==> src/rtl/shift_frame_sequencer.sv <==
// Purpose : serializes one WIDTH-bit word per frame as start(0), data LSB first,
//           optional even parity, stop(1). Each serial bit is held DIV clk cycles.
// Latency : start bit on sout the cycle after accept. A frame lasts (2+WIDTH+P)*DIV cycles.
// Backpressure: in_ready is high only in IDLE. in_valid/in_data are ignored while busy.
//
// Build option: define SHIFT_FRAME_PARITY_EN to insert an even-parity bit
//               (XOR of the loaded word) between the last data bit and stop.
//
// Ports:
//   clk       - single clock, rising edge
//   rst       - asynchronous active-high reset
//   in_data   - parallel word to serialize (WIDTH bits)
//   in_valid  - in_data is valid
//   in_ready  - block can accept a word this cycle (registered, high in IDLE)
//   abort     - synchronous frame cancel; in IDLE it only blocks acceptance
//   sout      - serial output line, idles high (registered)
//   busy      - high in every non-IDLE state (registered)
//   done      - one-cycle pulse on the first IDLE cycle after a normal frame end
`timescale 1ns/1ps

module shift_frame_sequencer #(
  parameter int WIDTH = 4,  // data bits per frame, 2..16
  parameter int DIV   = 1   // clk cycles per serial bit, 1..255
) (
  input  logic             clk,
  input  logic             rst,
  input  logic [WIDTH-1:0] in_data,
  input  logic             in_valid,
  output logic             in_ready,
  input  logic             abort,
  output logic             sout,
  output logic             busy,
  output logic             done
);

  localparam logic [2:0] S_IDLE   = 3'd0;
  localparam logic [2:0] S_START  = 3'd1;
  localparam logic [2:0] S_DATA   = 3'd2;
`ifdef SHIFT_FRAME_PARITY_EN
  localparam logic [2:0] S_PARITY = 3'd3;
`endif
  localparam logic [2:0] S_STOP   = 3'd4;

  // Counter terminal values, sized to the counter registers.
  localparam logic [7:0] PRESC_LAST = 8'(DIV - 1);
  localparam logic [3:0] BIT_LAST   = 4'(WIDTH - 1);

  logic [2:0]       state;
  logic [7:0]       presc;
  logic [3:0]       bitcnt;
  logic [WIDTH-1:0] shift_reg;
`ifdef SHIFT_FRAME_PARITY_EN
  logic             parity;
`endif

  // The prescaler wrapping marks the last cycle of the current serial bit;
  // every state/bit transition happens only on that cycle.
  logic presc_wrap;
  assign presc_wrap = (presc == PRESC_LAST);

  always_ff @(posedge clk or posedge rst) begin
    if (rst) begin
      state     <= S_IDLE;
      presc     <= '0;
      bitcnt    <= '0;
      shift_reg <= '0;
`ifdef SHIFT_FRAME_PARITY_EN
      parity    <= 1'b0;
`endif
      sout      <= 1'b1;
      in_ready  <= 1'b1;
      busy      <= 1'b0;
      done      <= 1'b0;
    end else if (state != S_IDLE && abort) begin
      // Cancel: back to idle with everything cleared and no done pulse.
      state     <= S_IDLE;
      presc     <= '0;
      bitcnt    <= '0;
      shift_reg <= '0;
`ifdef SHIFT_FRAME_PARITY_EN
      parity    <= 1'b0;
`endif
      sout      <= 1'b1;
      in_ready  <= 1'b1;
      busy      <= 1'b0;
      done      <= 1'b0;
    end else begin
      case (state)
        S_IDLE: begin
          // done only survives the first idle cycle after a frame.
          done <= 1'b0;
          // in_ready is high throughout IDLE, so accept needs only valid and no abort.
          if (in_valid && !abort) begin
            state     <= S_START;
            shift_reg <= in_data;
`ifdef SHIFT_FRAME_PARITY_EN
            parity    <= ^in_data;
`endif
            presc     <= '0;
            bitcnt    <= '0;
            sout      <= 1'b0;
            in_ready  <= 1'b0;
            busy      <= 1'b1;
          end
        end

        S_START: begin
          presc <= presc_wrap ? 8'd0 : presc + 8'd1;
          if (presc_wrap) begin
            // sout is registered, so present bit 0 now and shift it out of the
            // register; bit k is then always in shift_reg[0] when it is needed.
            state     <= S_DATA;
            sout      <= shift_reg[0];
            shift_reg <= shift_reg >> 1;
            bitcnt    <= '0;
          end
        end

        S_DATA: begin
          presc <= presc_wrap ? 8'd0 : presc + 8'd1;
          if (presc_wrap) begin
            if (bitcnt == BIT_LAST) begin
`ifdef SHIFT_FRAME_PARITY_EN
              state <= S_PARITY;
              sout  <= parity;
`else
              state <= S_STOP;
              sout  <= 1'b1;
`endif
              bitcnt <= '0;
            end else begin
              bitcnt    <= bitcnt + 4'd1;
              sout      <= shift_reg[0];
              shift_reg <= shift_reg >> 1;
            end
          end
        end

`ifdef SHIFT_FRAME_PARITY_EN
        S_PARITY: begin
          presc <= presc_wrap ? 8'd0 : presc + 8'd1;
          if (presc_wrap) begin
            state <= S_STOP;
            sout  <= 1'b1;
          end
        end
`endif

        S_STOP: begin
          presc <= presc_wrap ? 8'd0 : presc + 8'd1;
          if (presc_wrap) begin
            state    <= S_IDLE;
            sout     <= 1'b1;
            in_ready <= 1'b1;
            busy     <= 1'b0;
            done     <= 1'b1;
          end
        end

        default: begin
          // Unreachable encodings recover to a clean idle.
          state     <= S_IDLE;
          presc     <= '0;
          bitcnt    <= '0;
          shift_reg <= '0;
          sout      <= 1'b1;
          in_ready  <= 1'b1;
          busy      <= 1'b0;
          done      <= 1'b0;
        end
      endcase
    end
  end

endmodule

==> config.mk <==
export PLATFORM = sky130hd
export DESIGN_NAME = shift_frame_sequencer
export DESIGN_NICKNAME = d
export VERILOG_FILES = /design/src/rtl/shift_frame_sequencer.sv
export SDC_FILE = /design/constraint.sdc
export NUM_CORES = 1
export LEC_CHECK = 0
export CAP_MARGIN = 15
export CORE_MARGIN = 2
export CORE_UTILIZATION = 35
export CTS_CLUSTER_SIZE = 28
export DETAILED_ROUTE_END_ITERATION = 8
export HOLD_SLACK_MARGIN = 0.05
export MAX_ROUTING_LAYER = met4
export PLACE_DENSITY = 0.51
export SLEW_MARGIN = 10
export SYNTH_ARGS = -nofsm -noshare
export SYNTH_HDL_FRONTEND = slang
export SYNTH_SLANG_ARGS = --single-unit
==> constraint.sdc <==
create_clock -name clk -period 4.9 [get_ports clk]
set_clock_uncertainty 0.2 [all_clocks]
set_input_delay 0.49 -clock clk [delete_from_list [all_inputs] [get_ports clk]]
set_output_delay 0.49 -clock clk [all_outputs]
set_load 0.005 [all_outputs]
==> impl_metrics.yaml <==
grt:
  largest_net_degree_at_the_start_of_global_routing: 24
  first_global_vias: 1014
  global_route.overflow_total: 0
  initial_antenna_violation_count: 0
  global_route_wire_length_before_repair_um: 4795
  grtUsageTotal_pct: 14.65
routing:
  detail_route.iter0.violations: 49
  routedWlPerCell_um: 14.51
  totalWireLength_um: 2714
  viasPerCell: 5.262
  vias_post_dr: 984
  drt_pre_antenna_iters: 5
  drc: 0
  drtAntennaViolNets: 0
finish:
  area_growth_syn_to_layout_pct: 12.68
  antenna_diode_count: 0
  final_cell_area_excluding_filler_cells_um2: 1545
  largest_register_ff_count: 8
  nNetsFinal: 151
  layout-drive-gt1-share_pct: 16.55
floorplanning:
  chipHeight_um: 66.60
  coreArea_um2: 3716
  die-area_um2: 4435
  ios: 12
  rows: 22
  initial_core_util_pct: 36.90
  floorplan.die.width_um: 66.60
synth:
  synth-edff-count: 0
  synthesis.yosys.warnings: 0
  postSynthNetCount: 140
  synth_cells: 129
  synth_cell_type_count: 45
  syn-cell-area_um2: 1371
  ys_seq_elements: 23
  ys_seq_area_share_pct: 42.15
  asyncSetResetFlopFracSynth_pct: 100.0
  ys_dominant_reg_cell: "sky130_fd_sc_hd__dfrtp_1"
  syn-mean-instance-area_um2: 10.63
timing:
  setup_ws_ps: 2341
  slew_headroom_pct: 41.27
  setup_viol: 0
  timing_worst_slew_pin_value_ps: 879.9
  slew_violations: 0
  fin_hold_ws_ps: 274.3
  fin_crit_sh_pct: 52.23
  finalHoldViolCount: 0
  post_layout_min_period_ps: 2559
  fin_tns_setup_ps: 0
  clock.fmax_ghz: 0.3907
  grt_setup_unrepaired: "no"
critical_path:
  crit_chain: "clkdlybuf4s50_1 -> or4b_1 -> nor4b_4 -> nor4_4 -> mux2_4"
  start_kind: "primary input"
  crit_path_top_delay_cell: "sky130_fd_sc_hd__or4b_1"
  kind_of_critical_path: "in2reg"
  critPathTopFamily: "simple AND/OR/NAND/NOR gates"
  timing.critical_path.required_ps: 4850
  arrival_ps: 2510
  crit_fanout: 8
  endpoint_kind: "flip-flop"
  slowest_delay_ps: 680
  path_buf_inv: 1
clocking:
  cts_tree: "built"
  post_cts_setup_driven_buffer_insertion_count: 0
  numClockSinks: 23
  cts_inserted_buffers: 3
  clk_root_buffer_cell: "sky130_fd_sc_hd__clkbuf_8"
  clk_transition_reported_paths_ps: 80
  clk_path_buf_depth: 2
  cts_hold_repair.buffers: 0
  htree_levels: 1
  postCtsResizedCells: 0
  clk_latency_ps: 260
hold_path:
  hold_path.class: "reg2reg"
power:
  p_per_area_nw_per_um2: 460.6
  comb_power_share_pct: 44.0
  p_sw_share_pct: 35.48
  share_seq_of_total_power_pct: 39.6
  worst_ir_drop_vdd_mv: 0.2220
  p_int_mw: 0.4592
  power.clock.fraction_pct: 16.5
  power_leakage_nw: 0.6391
  switching_power_mw: 0.2525
placed_design:
  dp_worst_setup_slack_ps: 2062
  place_congestion: 0.8384
  post_dp_cell_area_um2: 1500
  port_buffers: 11
  place_hpwl_um: 2009
run_status:
  outcome: "finished, final reports clean"
job:
  drv.max_cap_violation_count: 0
worst reg2reg max path, delay by kind of cell (launching register included):
kind	cells	cell delay (ps)
flops	1	430
compound gates	1	260
fa+ha+maj	1	140
mux	1	380
simple gates	2	840
buf+inv	1	70
per-stage QoR:
stage               instances  utilization [%]  total power, mW
finish                    187            41.58           0.7117
global route              187            41.58           0.7675
floorplan                 129                -           0.5307
CTS                       187            41.58           0.7179
detailed placement        183            40.37           0.5995
global placement          183            40.37           0.5979
kinds of logic (layout without fill, tap and decap cells):
logic type      after synthesis  count (layout)  share of synthesized area (%)
simple gates                 48              48                          23.54
compound gates               31              31                          16.42
flops                        23              23                          42.15
buf+inv                      11              21                          4.653
mux                           8               8                          7.299
xor+xnor                      5               5                          3.194
fa+ha+maj                     3               3                          2.738
cell type report:
class                      instances  area (um^2)
tap                               48        60.06
clock buffer                       4        45.04
timing repair buffer              11        110.1
multi-input combinational         95        729.5
inverter                           6        22.52
fill                             373         2171
sequential                        23        578.1
final timing paths:
check / slack, ps / cells after the start / end / from
max in group asynchronous: 3450 / 2 / shift_reg[3] / rst
min in group asynchronous: 510 / 2 / presc[1] / rst
worst max-delay path: 2340 / 5 / shift_reg[0] / abort
worst min-delay path: 270 / 2 / in_ready / in_ready
worst min register to register: 270 / 2 / in_ready / in_ready
worst max register to register: 2480 / 6 / state[1] / presc[0]
synth_stat cells, types with 2 or more instances:
cell type | number | share of area [%]
sky130_fd_sc_hd__nand3b_1 | 2 | 1.1
sky130_fd_sc_hd__inv_1 | 6 | 1.6
sky130_fd_sc_hd__nand2_1 | 11 | 3.0
sky130_fd_sc_hd__nor2_1 | 9 | 2.5
sky130_fd_sc_hd__nand3_1 | 2 | 0.73
sky130_fd_sc_hd__dfstp_2 | 2 | 3.8
sky130_fd_sc_hd__a22o_1 | 4 | 2.6
sky130_fd_sc_hd__dfrtp_1 | 21 | 38
sky130_fd_sc_hd__buf_6 | 3 | 2.5
sky130_fd_sc_hd__nor4b_4 | 2 | 3.5
sky130_fd_sc_hd__xor2_1 | 3 | 1.9
sky130_fd_sc_hd__clkbuf_1 | 2 | 0.55
sky130_fd_sc_hd__o211ai_1 | 2 | 1.1
sky130_fd_sc_hd__xnor2_1 | 2 | 1.3
sky130_fd_sc_hd__nor4_1 | 2 | 0.91
sky130_fd_sc_hd__o41ai_1 | 2 | 1.3
sky130_fd_sc_hd__o21a_1 | 2 | 1.1
sky130_fd_sc_hd__a21oi_1 | 2 | 0.73
sky130_fd_sc_hd__mux2_2 | 4 | 3.3
sky130_fd_sc_hd__nor3b_1 | 4 | 2.2
sky130_fd_sc_hd__o31ai_1 | 3 | 1.6
sky130_fd_sc_hd__o21ai_0 | 8 | 2.9
sky130_fd_sc_hd__mux2_4 | 3 | 3.3
sky130_fd_sc_hd__ha_1 | 3 | 2.7
sky130_fd_sc_hd__nor3_1 | 5 | 1.8
power groups by stage:
stage | sequential, mW | combinational (mW) | clock (mW)
2_1_floorplan | 0.262 | 0.269 | 0
3_3_place_gp | 0.284 | 0.314 | 0
3_5_place_dp | 0.283 | 0.316 | 0
4_1_cts | 0.281 | 0.316 | 0.121
5_1_grt | 0.289 | 0.347 | 0.132
6_report | 0.282 | 0.313 | 0.117
layout by cell type, fill, tap and decap left out, types with 2 or more instances in the layout:
cell type / netlist / routed
sky130_fd_sc_hd__a22o_1: 4 / 4
sky130_fd_sc_hd__o21a_1: 2 / 2
sky130_fd_sc_hd__o41ai_1: 2 / 2
sky130_fd_sc_hd__xnor2_1: 2 / 2
sky130_fd_sc_hd__inv_1: 6 / 6
sky130_fd_sc_hd__mux2_2: 4 / 4
sky130_fd_sc_hd__nor2_1: 9 / 9
sky130_fd_sc_hd__nor4_1: 2 / 2
sky130_fd_sc_hd__nand2_1: 11 / 11
sky130_fd_sc_hd__o211ai_1: 2 / 2
sky130_fd_sc_hd__clkdlybuf4s50_1: 0 / 11
sky130_fd_sc_hd__nor3_1: 5 / 5
sky130_fd_sc_hd__nor4b_4: 2 / 2
sky130_fd_sc_hd__nor3b_1: 4 / 4
sky130_fd_sc_hd__nand3_1: 2 / 2
sky130_fd_sc_hd__mux2_4: 3 / 3
sky130_fd_sc_hd__dfstp_2: 2 / 2
sky130_fd_sc_hd__a21oi_1: 2 / 2
sky130_fd_sc_hd__o31ai_1: 3 / 3
sky130_fd_sc_hd__o21ai_0: 8 / 8
sky130_fd_sc_hd__ha_1: 3 / 3
sky130_fd_sc_hd__clkbuf_8: 0 / 3
sky130_fd_sc_hd__xor2_1: 3 / 3
sky130_fd_sc_hd__nand3b_1: 2 / 2
sky130_fd_sc_hd__dfrtp_1: 21 / 21
metal layers:
metal  up-vias  routed length [um]  GRT usage, %
met5         -                   0             -
met3         4                  76         1.520
met1       471                1354         20.80
met2        17                1252         22.00
met4         0                  29         4.592
li1        492                   -             -
Note: power is estimated with default switching activity, not from simulation.
